### src/rtl/syscall_unit.sv
// SPIM-style syscall service unit: print_int / print_string / print_char / exit,
// with a byte-wide request/ack string reader. Define SYSCALL_TRACE_EN for a console trace.
module syscall_unit #(
  parameter int MAX_STR_LEN = 256,
  parameter int CNT_W       = 9
) (
  input  logic        clk,
  input  logic        reset,
  input  logic        syscall_valid,
  input  logic [31:0] v0,
  input  logic [31:0] a0,
  output logic        stall,
  output logic        mem_req,
  output logic [31:0] mem_addr,
  input  logic        mem_ack,
  input  logic [7:0]  mem_rdata,
  output logic        char_valid,
  output logic [7:0]  char_data,
  input  logic        char_ready,
  output logic        int_valid,
  output logic [31:0] int_data,
  input  logic        int_ready,
  output logic        halted,
  output logic        err
);

  typedef enum logic [2:0] {
    IDLE     = 3'd0,
    STR_REQ  = 3'd1,
    STR_EMIT = 3'd2,
    CHR_EMIT = 3'd3,
    INT_EMIT = 3'd4,
    HALT     = 3'd5
  } state_t;

  localparam logic [31:0] SVC_PRINT_INT  = 32'd1;
  localparam logic [31:0] SVC_PRINT_STR  = 32'd4;
  localparam logic [31:0] SVC_EXIT       = 32'd10;
  localparam logic [31:0] SVC_PRINT_CHAR = 32'd11;

  localparam logic [CNT_W:0]   MAX_LEN_C = (CNT_W+1)'(MAX_STR_LEN);
  localparam logic [CNT_W-1:0] CNT_ONE   = {{(CNT_W-1){1'b0}}, 1'b1};

  state_t              state_q, state_d;
  logic [31:0]         ptr_q, ptr_d;
  logic [CNT_W-1:0]    count_q, count_d;
  logic [7:0]          chr_q, chr_d;
  logic signed [31:0]  int_q, int_d;

  function automatic logic svc_known(input logic [31:0] code);
    return (code == SVC_PRINT_INT) || (code == SVC_PRINT_STR) ||
           (code == SVC_EXIT)      || (code == SVC_PRINT_CHAR);
  endfunction

  // True when accepting the current character reaches the per-string limit.
  function automatic logic str_limit(input logic [CNT_W-1:0] cnt);
    return ({1'b0, cnt} + {1'b0, CNT_ONE}) == MAX_LEN_C;
  endfunction

  // ---- state / control registers ----
  always_ff @(posedge clk or posedge reset) begin
    if (reset) begin
      state_q <= IDLE;
      ptr_q   <= '0;
      count_q <= '0;
    end else begin
      state_q <= state_d;
      ptr_q   <= ptr_d;
      count_q <= count_d;
    end
  end

  // Payload registers carry no reset; every output that exposes them is gated by its valid.
  always_ff @(posedge clk) begin
    chr_q <= chr_d;
    int_q <= int_d;
  end

  // ---- next-state logic ----
  always_comb begin
    state_d = state_q;
    ptr_d   = ptr_q;
    count_d = count_q;
    chr_d   = chr_q;
    int_d   = int_q;
    case (state_q)
      IDLE: begin
        if (syscall_valid) begin
          case (v0)
            SVC_PRINT_INT: begin
              int_d   = a0;
              state_d = INT_EMIT;
            end
            SVC_PRINT_CHAR: begin
              chr_d   = a0[7:0];
              state_d = CHR_EMIT;
            end
            SVC_PRINT_STR: begin
              ptr_d   = a0;
              count_d = '0;
              state_d = STR_REQ;
            end
            SVC_EXIT: state_d = HALT;
            default:  state_d = IDLE;
          endcase
        end
      end
      STR_REQ: begin
        if (mem_ack) begin
          if (mem_rdata == 8'h00) begin
            state_d = IDLE;
          end else begin
            chr_d   = mem_rdata;
            state_d = STR_EMIT;
          end
        end
      end
      STR_EMIT: begin
        if (char_ready) begin
          ptr_d   = ptr_q + 32'd1;
          count_d = count_q + CNT_ONE;
          state_d = str_limit(count_q) ? IDLE : STR_REQ;
        end
      end
      CHR_EMIT: if (char_ready) state_d = IDLE;
      INT_EMIT: if (int_ready)  state_d = IDLE;
      HALT:     state_d = HALT;
      default:  state_d = IDLE;
    endcase
  end

  // ---- outputs ----
  always_comb begin
    mem_req    = 1'b0;
    mem_addr   = '0;
    char_valid = 1'b0;
    char_data  = '0;
    int_valid  = 1'b0;
    int_data   = '0;
    halted     = 1'b0;
    err        = 1'b0;
    // Stall must rise in the strobe cycle itself, before the FSM has left IDLE.
    stall      = (state_q != IDLE) || (syscall_valid && svc_known(v0));
    case (state_q)
      IDLE: err = syscall_valid && !svc_known(v0);
      STR_REQ: begin
        mem_req  = 1'b1;
        mem_addr = ptr_q;
      end
      STR_EMIT: begin
        char_valid = 1'b1;
        char_data  = chr_q;
        err        = char_ready && str_limit(count_q);
      end
      CHR_EMIT: begin
        char_valid = 1'b1;
        char_data  = chr_q;
      end
      INT_EMIT: begin
        int_valid = 1'b1;
        int_data  = int_q;
      end
      HALT:    halted = 1'b1;
      default: ;
    endcase
  end

`ifdef SYSCALL_TRACE_EN
  always @(posedge clk) begin
    if (!reset) begin
      if (char_valid && char_ready) $display("%c", char_data);
      if (int_valid && int_ready)   $display("%0d", $signed(int_data));
      if (state_q != HALT && state_d == HALT) $display("program halted");
    end
  end
`endif

endmodule

### config.mk
export PLATFORM = sky130hd
export DESIGN_NAME = syscall_unit
export DESIGN_NICKNAME = d
export VERILOG_FILES = /design/src/rtl/syscall_unit.sv
export SDC_FILE = /design/constraint.sdc
export NUM_CORES = 1
export LEC_CHECK = 0
export ABC_AREA = 0
export CAP_MARGIN = 10
export CORE_MARGIN = 2
export CORE_UTILIZATION = 47
export CTS_BUF_LIST = sky130_fd_sc_hd__clkbuf_4 sky130_fd_sc_hd__clkbuf_8 sky130_fd_sc_hd__clkbuf_16
export CTS_CLUSTER_DIAMETER = 30
export CTS_CLUSTER_SIZE = 25
export DETAILED_ROUTE_END_ITERATION = 12
export PLACE_DENSITY = 0.81
export SLEW_MARGIN = 20
export SYNTH_ARGS = -nofsm -noshare
export SYNTH_HDL_FRONTEND = slang
export SYNTH_SLANG_ARGS = --single-unit
### constraint.sdc
create_clock -name clk -period 5 [get_ports clk]
set_input_delay 0.75 -clock clk [delete_from_list [all_inputs] [get_ports clk]]
set_output_delay 0.75 -clock clk [all_outputs]
set_load 0.1 [all_outputs]
==> results of run 1 <==
[flip-flops by register name (all words and copies together), names as in the netlist]
name     flops
count_q      9
int_q       32
chr_q        8
ptr_q       32
state_q      3
[power by group]
part / internal (W) / leakage, nW / switching, W
clock: 0.000314 / 0.118 / 0.000251
sequential: 0.000726 / 0.895 / 0.00000445
combinational: 0.0000687 / 1.71 / 0.0000467
[routing by layer]
| layer | vias to the layer above | part of all wire |
|---|---|---|
| met3 | 31 | 0.080 |
| met5 | - | 0 |
| met1 | 2314 | 0.40 |
| met4 | 0 | 0.021 |
| met2 | 258 | 0.50 |
| li1 | 2251 | - |
[critical path: stages (launching register included)]
cell             delay [ns]
dfrtp_1                0.50
inv_1                  0.25
nor3_2                 0.82
and2_1                 0.24
clkdlybuf4s50_1        1.13
[area by class of cell]
type,instances,area share
multi-input cells,380,0.3661
flip-flops and latches,84,0.3412
repair buffers,167,0.2237
well taps,136,0.02522
clock buffers,12,0.02355
clock inverters,4,0.01076
inverters,17,0.009458
[layout by cell type (no fill, tap or decap), types with 3 or more instances in the layout]
master	n
o22ai_1	16
o31ai_1	3
edfxtp_1	40
nand3_1	22
a2bb2oi_1	5
a21oi_1	23
o211ai_1	10
ha_1	3
clkbuf_8	11
and4_1	3
a22oi_1	10
nor4_4	3
a22o_1	3
buf_4	65
o21ai_0	16
nand4_1	12
nand2_1	33
a311oi_1	3
a211o_1	3
nor4_1	23
a211oi_1	4
dfrtp_1	44
and3_1	8
clkdlybuf4s50_1	102
a31oi_1	15
inv_1	16
and2_1	62
o22a_1	6
nand2b_1	3
nor2_1	28
mux2_2	8
nor3_1	15
[kinds of logic after synthesis]
kind of cell,count (synthesis),synth area share
AOI/OAI and AO/OA,139,0.1956
xor gates and xnor gates,2,0.003494
adders and majority gates,3,0.007486
buffers and inverters,57,0.05364
DFF,84,0.4591
muxes,10,0.02196
and+or+nand+nor,226,0.2587
[stage by stage]
step                instances  utilization  setup WS [ns]  area, sq um
finish                    800       0.6535         0.9423         6746
floorplan                 521            -         0.5914         5021
detailed placement        784       0.6311          1.383         6515
CTS                       800       0.6535         0.9778         6746
global placement          784       0.6311          1.430         6515
global route              800       0.6535         0.7906         6746
[worst paths after layout]
check	start	to	slack [ns]	depth (start not counted)
worst min-delay path	ptr_q[20]	ptr_q[20]	0.54	1
worst max-delay path	state_q[0]	mem_addr[3]	0.94	4
worst min register to register	ptr_q[20]	ptr_q[20]	0.54	1
worst max register to register	state_q[2]	count_q[1]	2.27	5
min in group asynchronous	reset	ptr_q[19]	0.83	3
max in group asynchronous	reset	ptr_q[31]	3.74	3
==> run metrics, run 1 <==
run status finished, final reports clean; initial core utilization 0.4858; CTS tree yes; Num CTS Buffers 9; core area 0.01032 sq mm; die span in x 107.3 um; Worst EP required 4.25 ns; EDFF count, synth 40; post-synth top area share 0.2395; # H-tree levels 3; Peak VDD IR 0.1217 mV; Top FF cell, synth dfrtp_1; final hold viol count 0; crit share post-route 0.8115; Fillers 822; max_slew headroom 0.3199; total power draw 0.001411 W; Multi-input gate area 0.002470 sq mm; final setup vio count 0; post-CTS setup buffers 0; area leader, netlist edfxtp_1; met3 usage 0.04358; post-DP HPWL 10,350 um; pin count of the biggest net entering global routing 55; mean routed wirelength per cell 18.53 um; Worst-path clk slew 0.08 ns; final net count 740; Seq. cell area 0.002302 sq mm; Root Buffer clkbuf_8; DR DRC count 0; vias per std cell 6.068; asr flop ratio synth 0.5238; critical path peak fanout 13; syn_area_per_cell 9.625 sq um; setup TNS 0 ns; Worst-Skew Late Latency 0.38 ns; routed via count 4,854; most common cell in the netlist and2_1; Yosys reg bits 84; PortBufs 155; Static Leak 2.722 nW; Power Density 209.2 mW/mm^2; post-synth cell types 65; Worst-Margin Slew 1.017 ns; P&R area growth vs syn 34.53%; clk sinks 84; Routed Antenna Nets 0; syn nets 602; vias in the first global route 4,584; post-CTS sizing 0; Synth top cells by count 62 x and2_1, 44 x dfrtp_1, 40 x edfxtp_1; first-pass GRT wire length 23,490 um; Gate Count Post-Synth 521; Clock Skew 0.01170 ns; Final GP Congestion 0.8804; Peak Freq 246.4 MHz; # IOs 156; Tmin final 4.058 ns; 1st-iter DRT viols 549; Global Route met2 Usage 0.4349; critical path endpoint category output port; Post-Syn Area 0.005015 sq mm; total grt overflow 0; max capacitance violation total 0; Seq/Total Area, Yosys 0.4591; first drt pass iteration count 5; initial antenna violation count 0; GR Util met1 0.3443; Synth Warn # 0; drt total wl 14,830 um; row count 37; Clock Path Buffers 2; Final Max Slew Viols 0; Hold Crit Class flip-flop to flip-flop; hold_buf cts 0; RSZ-0062 raised after global routing false; Tot GR Track Use 0.2621; Setup crit start kind flip-flop; area of the die 0.01151 sq mm; die height 107.3 um; layout cells sized above 1 0.1566; critical path arrival 3.31 ns; worst hold slack 0.5425 ns; antenna cell count 0; WS Path Type flip-flop to output port; leading post-synthesis cells by cell area edfxtp_1 24%, dfrtp_1 22%, and2_1 7.7%; gr busiest metal met2
(Power assumes the default switching activity.)
==> run 2: changes to the inputs <==
--- a/config.mk
+++ b/config.mk
@@ -8,12 +8,12 @@
 export ABC_AREA = 0
 export CAP_MARGIN = 10
 export CORE_MARGIN = 2
-export CORE_UTILIZATION = 47
+export CORE_UTILIZATION = 43
 export CTS_BUF_LIST = sky130_fd_sc_hd__clkbuf_4 sky130_fd_sc_hd__clkbuf_8 sky130_fd_sc_hd__clkbuf_16
 export CTS_CLUSTER_DIAMETER = 30
 export CTS_CLUSTER_SIZE = 25
 export DETAILED_ROUTE_END_ITERATION = 12
-export PLACE_DENSITY = 0.81
+export PLACE_DENSITY = 0.78
 export SLEW_MARGIN = 20
 export SYNTH_ARGS = -nofsm -noshare
 export SYNTH_HDL_FRONTEND = slang
==> constraint.sdc (replaced) <==
create_clock -name clk -period 3.44 [get_ports clk]
set_input_delay 0.516 -clock clk [delete_from_list [all_inputs] [get_ports clk]]
set_output_delay 0.516 -clock clk [all_outputs]
set_load 0.1 [all_outputs]
==> run metrics, run 2 (synthesized netlist as in run 1, its figures left out) <==
Inst Count DP 793; Sequential Power Share 0.493; post-layout util 0.6554; WS Path Type flip-flop to output port; hold_sp count_q[7]; row count 39; antenna cell count 0; Root Buffer clkbuf_16; combinational share of power 0.079; first-pass GRT wire length 24,630 um; CP max-delay cell dfrtp_1; run status finished, final reports clean; initial core utilization 0.4392; reg2reg start state_q[2]; critical path arrival 2.41 ns; die height 112.0 um; Setup crit start kind flip-flop; worst path cell trace ha_1 > nand3_1 > a211o_1 > o211ai_1 > o2111a_1 > o2bb2ai_1 > buf_12; core area 0.01142 sq mm; Tot GR Track Use 0.2439; final net count 742; initial antenna violation count 0; Final GP Congestion 0.9149; CTS tree yes; drt total wl 15,280 um; mean routed wirelength per cell 18.89 um; Psw 0.0004984 W; Reg2Reg Depth 5; first drt pass iteration count 5; total grt overflow 0; pin count of the biggest net entering global routing 54; routed via count 4,940; PortBufs 155; capturing point of the worst reg2reg path ptr_q[14]; Worst-path clk slew 0.06 ns; Peak Freq 341.6 MHz; Hold Crit Class flip-flop to flip-flop; Num CTS Buffers 9; Power Density 288.3 mW/mm^2; final hold viol count 0; Net Sw Frac 0.2310; final std cells w/o fill 809; Peak VDD IR 0.2626 mV; Worst EP required 2.92 ns; critical path endpoint category output port; most common library cell in the layout ignoring fill and taps clkdlybuf4s50_1; crit share post-route 0.8510; P&R area growth vs syn 49.23%; worst hold path stage count 1; worst hold slack 0.5433 ns; 1st-iter DRT viols 515; final instance area 0.007483 sq mm; most frequent cells in the layout 77 x clkdlybuf4s50_1, 62 x and2_1, 58 x buf_12; Routed Antenna Nets 0; reg-to-reg slack, setup 0.86 ns; Clock Skew 0.009398 ns; Tmin final 2.927 ns; # IOs 156; Largest regs int_q x32, ptr_q x32, count_q x9; post-DP HPWL 10,940 um; clk sinks 84; hold endpoint count_q[7]; max capacitance violation total 0; post-CTS sizing 0; # H-tree levels 3; critical path peak fanout 7; post-CTS setup buffers 0; Clock power frac 0.428; Clock Path Buffers 2; slowest cell delay on critical path 0.46 ns; vias per std cell 6.106; RSZ-0062 raised after global routing false; area of the die 0.01254 sq mm; Final Max Slew Viols 0; hold_buf cts 0; Post-DP Area 0.007202 sq mm; Worst-Skew Late Latency 0.34 ns; Static Leak 2.961 nW; Worst-Margin Slew 0.8403 ns; DR DRC count 0; layout cells sized above 1 0.1982; Pint 0.001659 W; die span in x 112.0 um; vias in the first global route 4,766; max_slew headroom 0.4363; final setup vio count 0
run 2: cell types whose count changed in the layout (fill, tap and decap cells not counted), moves of 2 or more:
cell	previous run	this run
clkbuf_8	11	0
clkbuf_16	0	9
buf_12	0	58
buf_4	65	34
clkdlybuf4s50_1	102	77
bufinv_16	2	0
inv_6	0	5
run 2: through the flow:
step,total power (W),worst slack (ns),TNS (ns)
floorplan,0.001131,-0.7346,-7.325
global placement,0.001249,0.6809,0
detailed placement,0.001253,0.6425,0
CTS,0.002163,0.5047,0
global route,0.002218,0.3438,0
finish,0.002158,0.5125,0
run 2: worst max path at each step:
stage | to | cells past startpoint | from
global placement | stall | 7 | v0[13]
finish | err | 7 | count_q[1]
global route | err | 7 | count_q[0]
floorplan | mem_addr[15] | 4 | state_q[0]
detailed placement | stall | 7 | v0[5]
CTS | err | 7 | count_q[0]
run 2: layout make-up:
| cell class | instances | area, sq um |
|---|---|---|
| clock buffer | 9 | 225.2 |
| sequential | 84 | 2302 |
| clock inverter | 7 | 56.30 |
| fill | 869 | 3935 |
| inverter | 17 | 63.81 |
| tap | 143 | 178.9 |
| multi-input combinational | 380 | 2470 |
| timing repair buffer | 169 | 2187 |
run 2: power by group through the flow:
stage | sequential (W) | clock (W) | combinational (W)
final | 0.00106 | 0.000923 | 0.000171
after global routing | 0.00106 | 0.000970 | 0.000183
after CTS | 0.00106 | 0.000928 | 0.000171
after detailed placement | 0.00108 | 0 | 0.000170
after global placement | 0.00108 | 0 | 0.000165
after floorplan | 0.00108 | 0 | 0.0000490
run 2: critical path: cells and delay by family (launching register included):
| kind | cells | cell delay, ns |
|---|---|---|
| buf+inv | 1 | 0.21 |
| simple gates | 1 | 0.21 |
| compound gates | 4 | 0.91 |
| fa+ha+maj | 1 | 0.27 |
| flops | 1 | 0.46 |
run 2: layer usage:
metal / vias to the layer above / part of all wire / global-route usage
met2: 269 / 0.51 / 0.4036
li1: 2261 / - / -
met5: - / 0 / 0
met4: 0 / 0.023 / 0.1114
met3: 32 / 0.077 / 0.03484
met1: 2378 / 0.39 / 0.3194
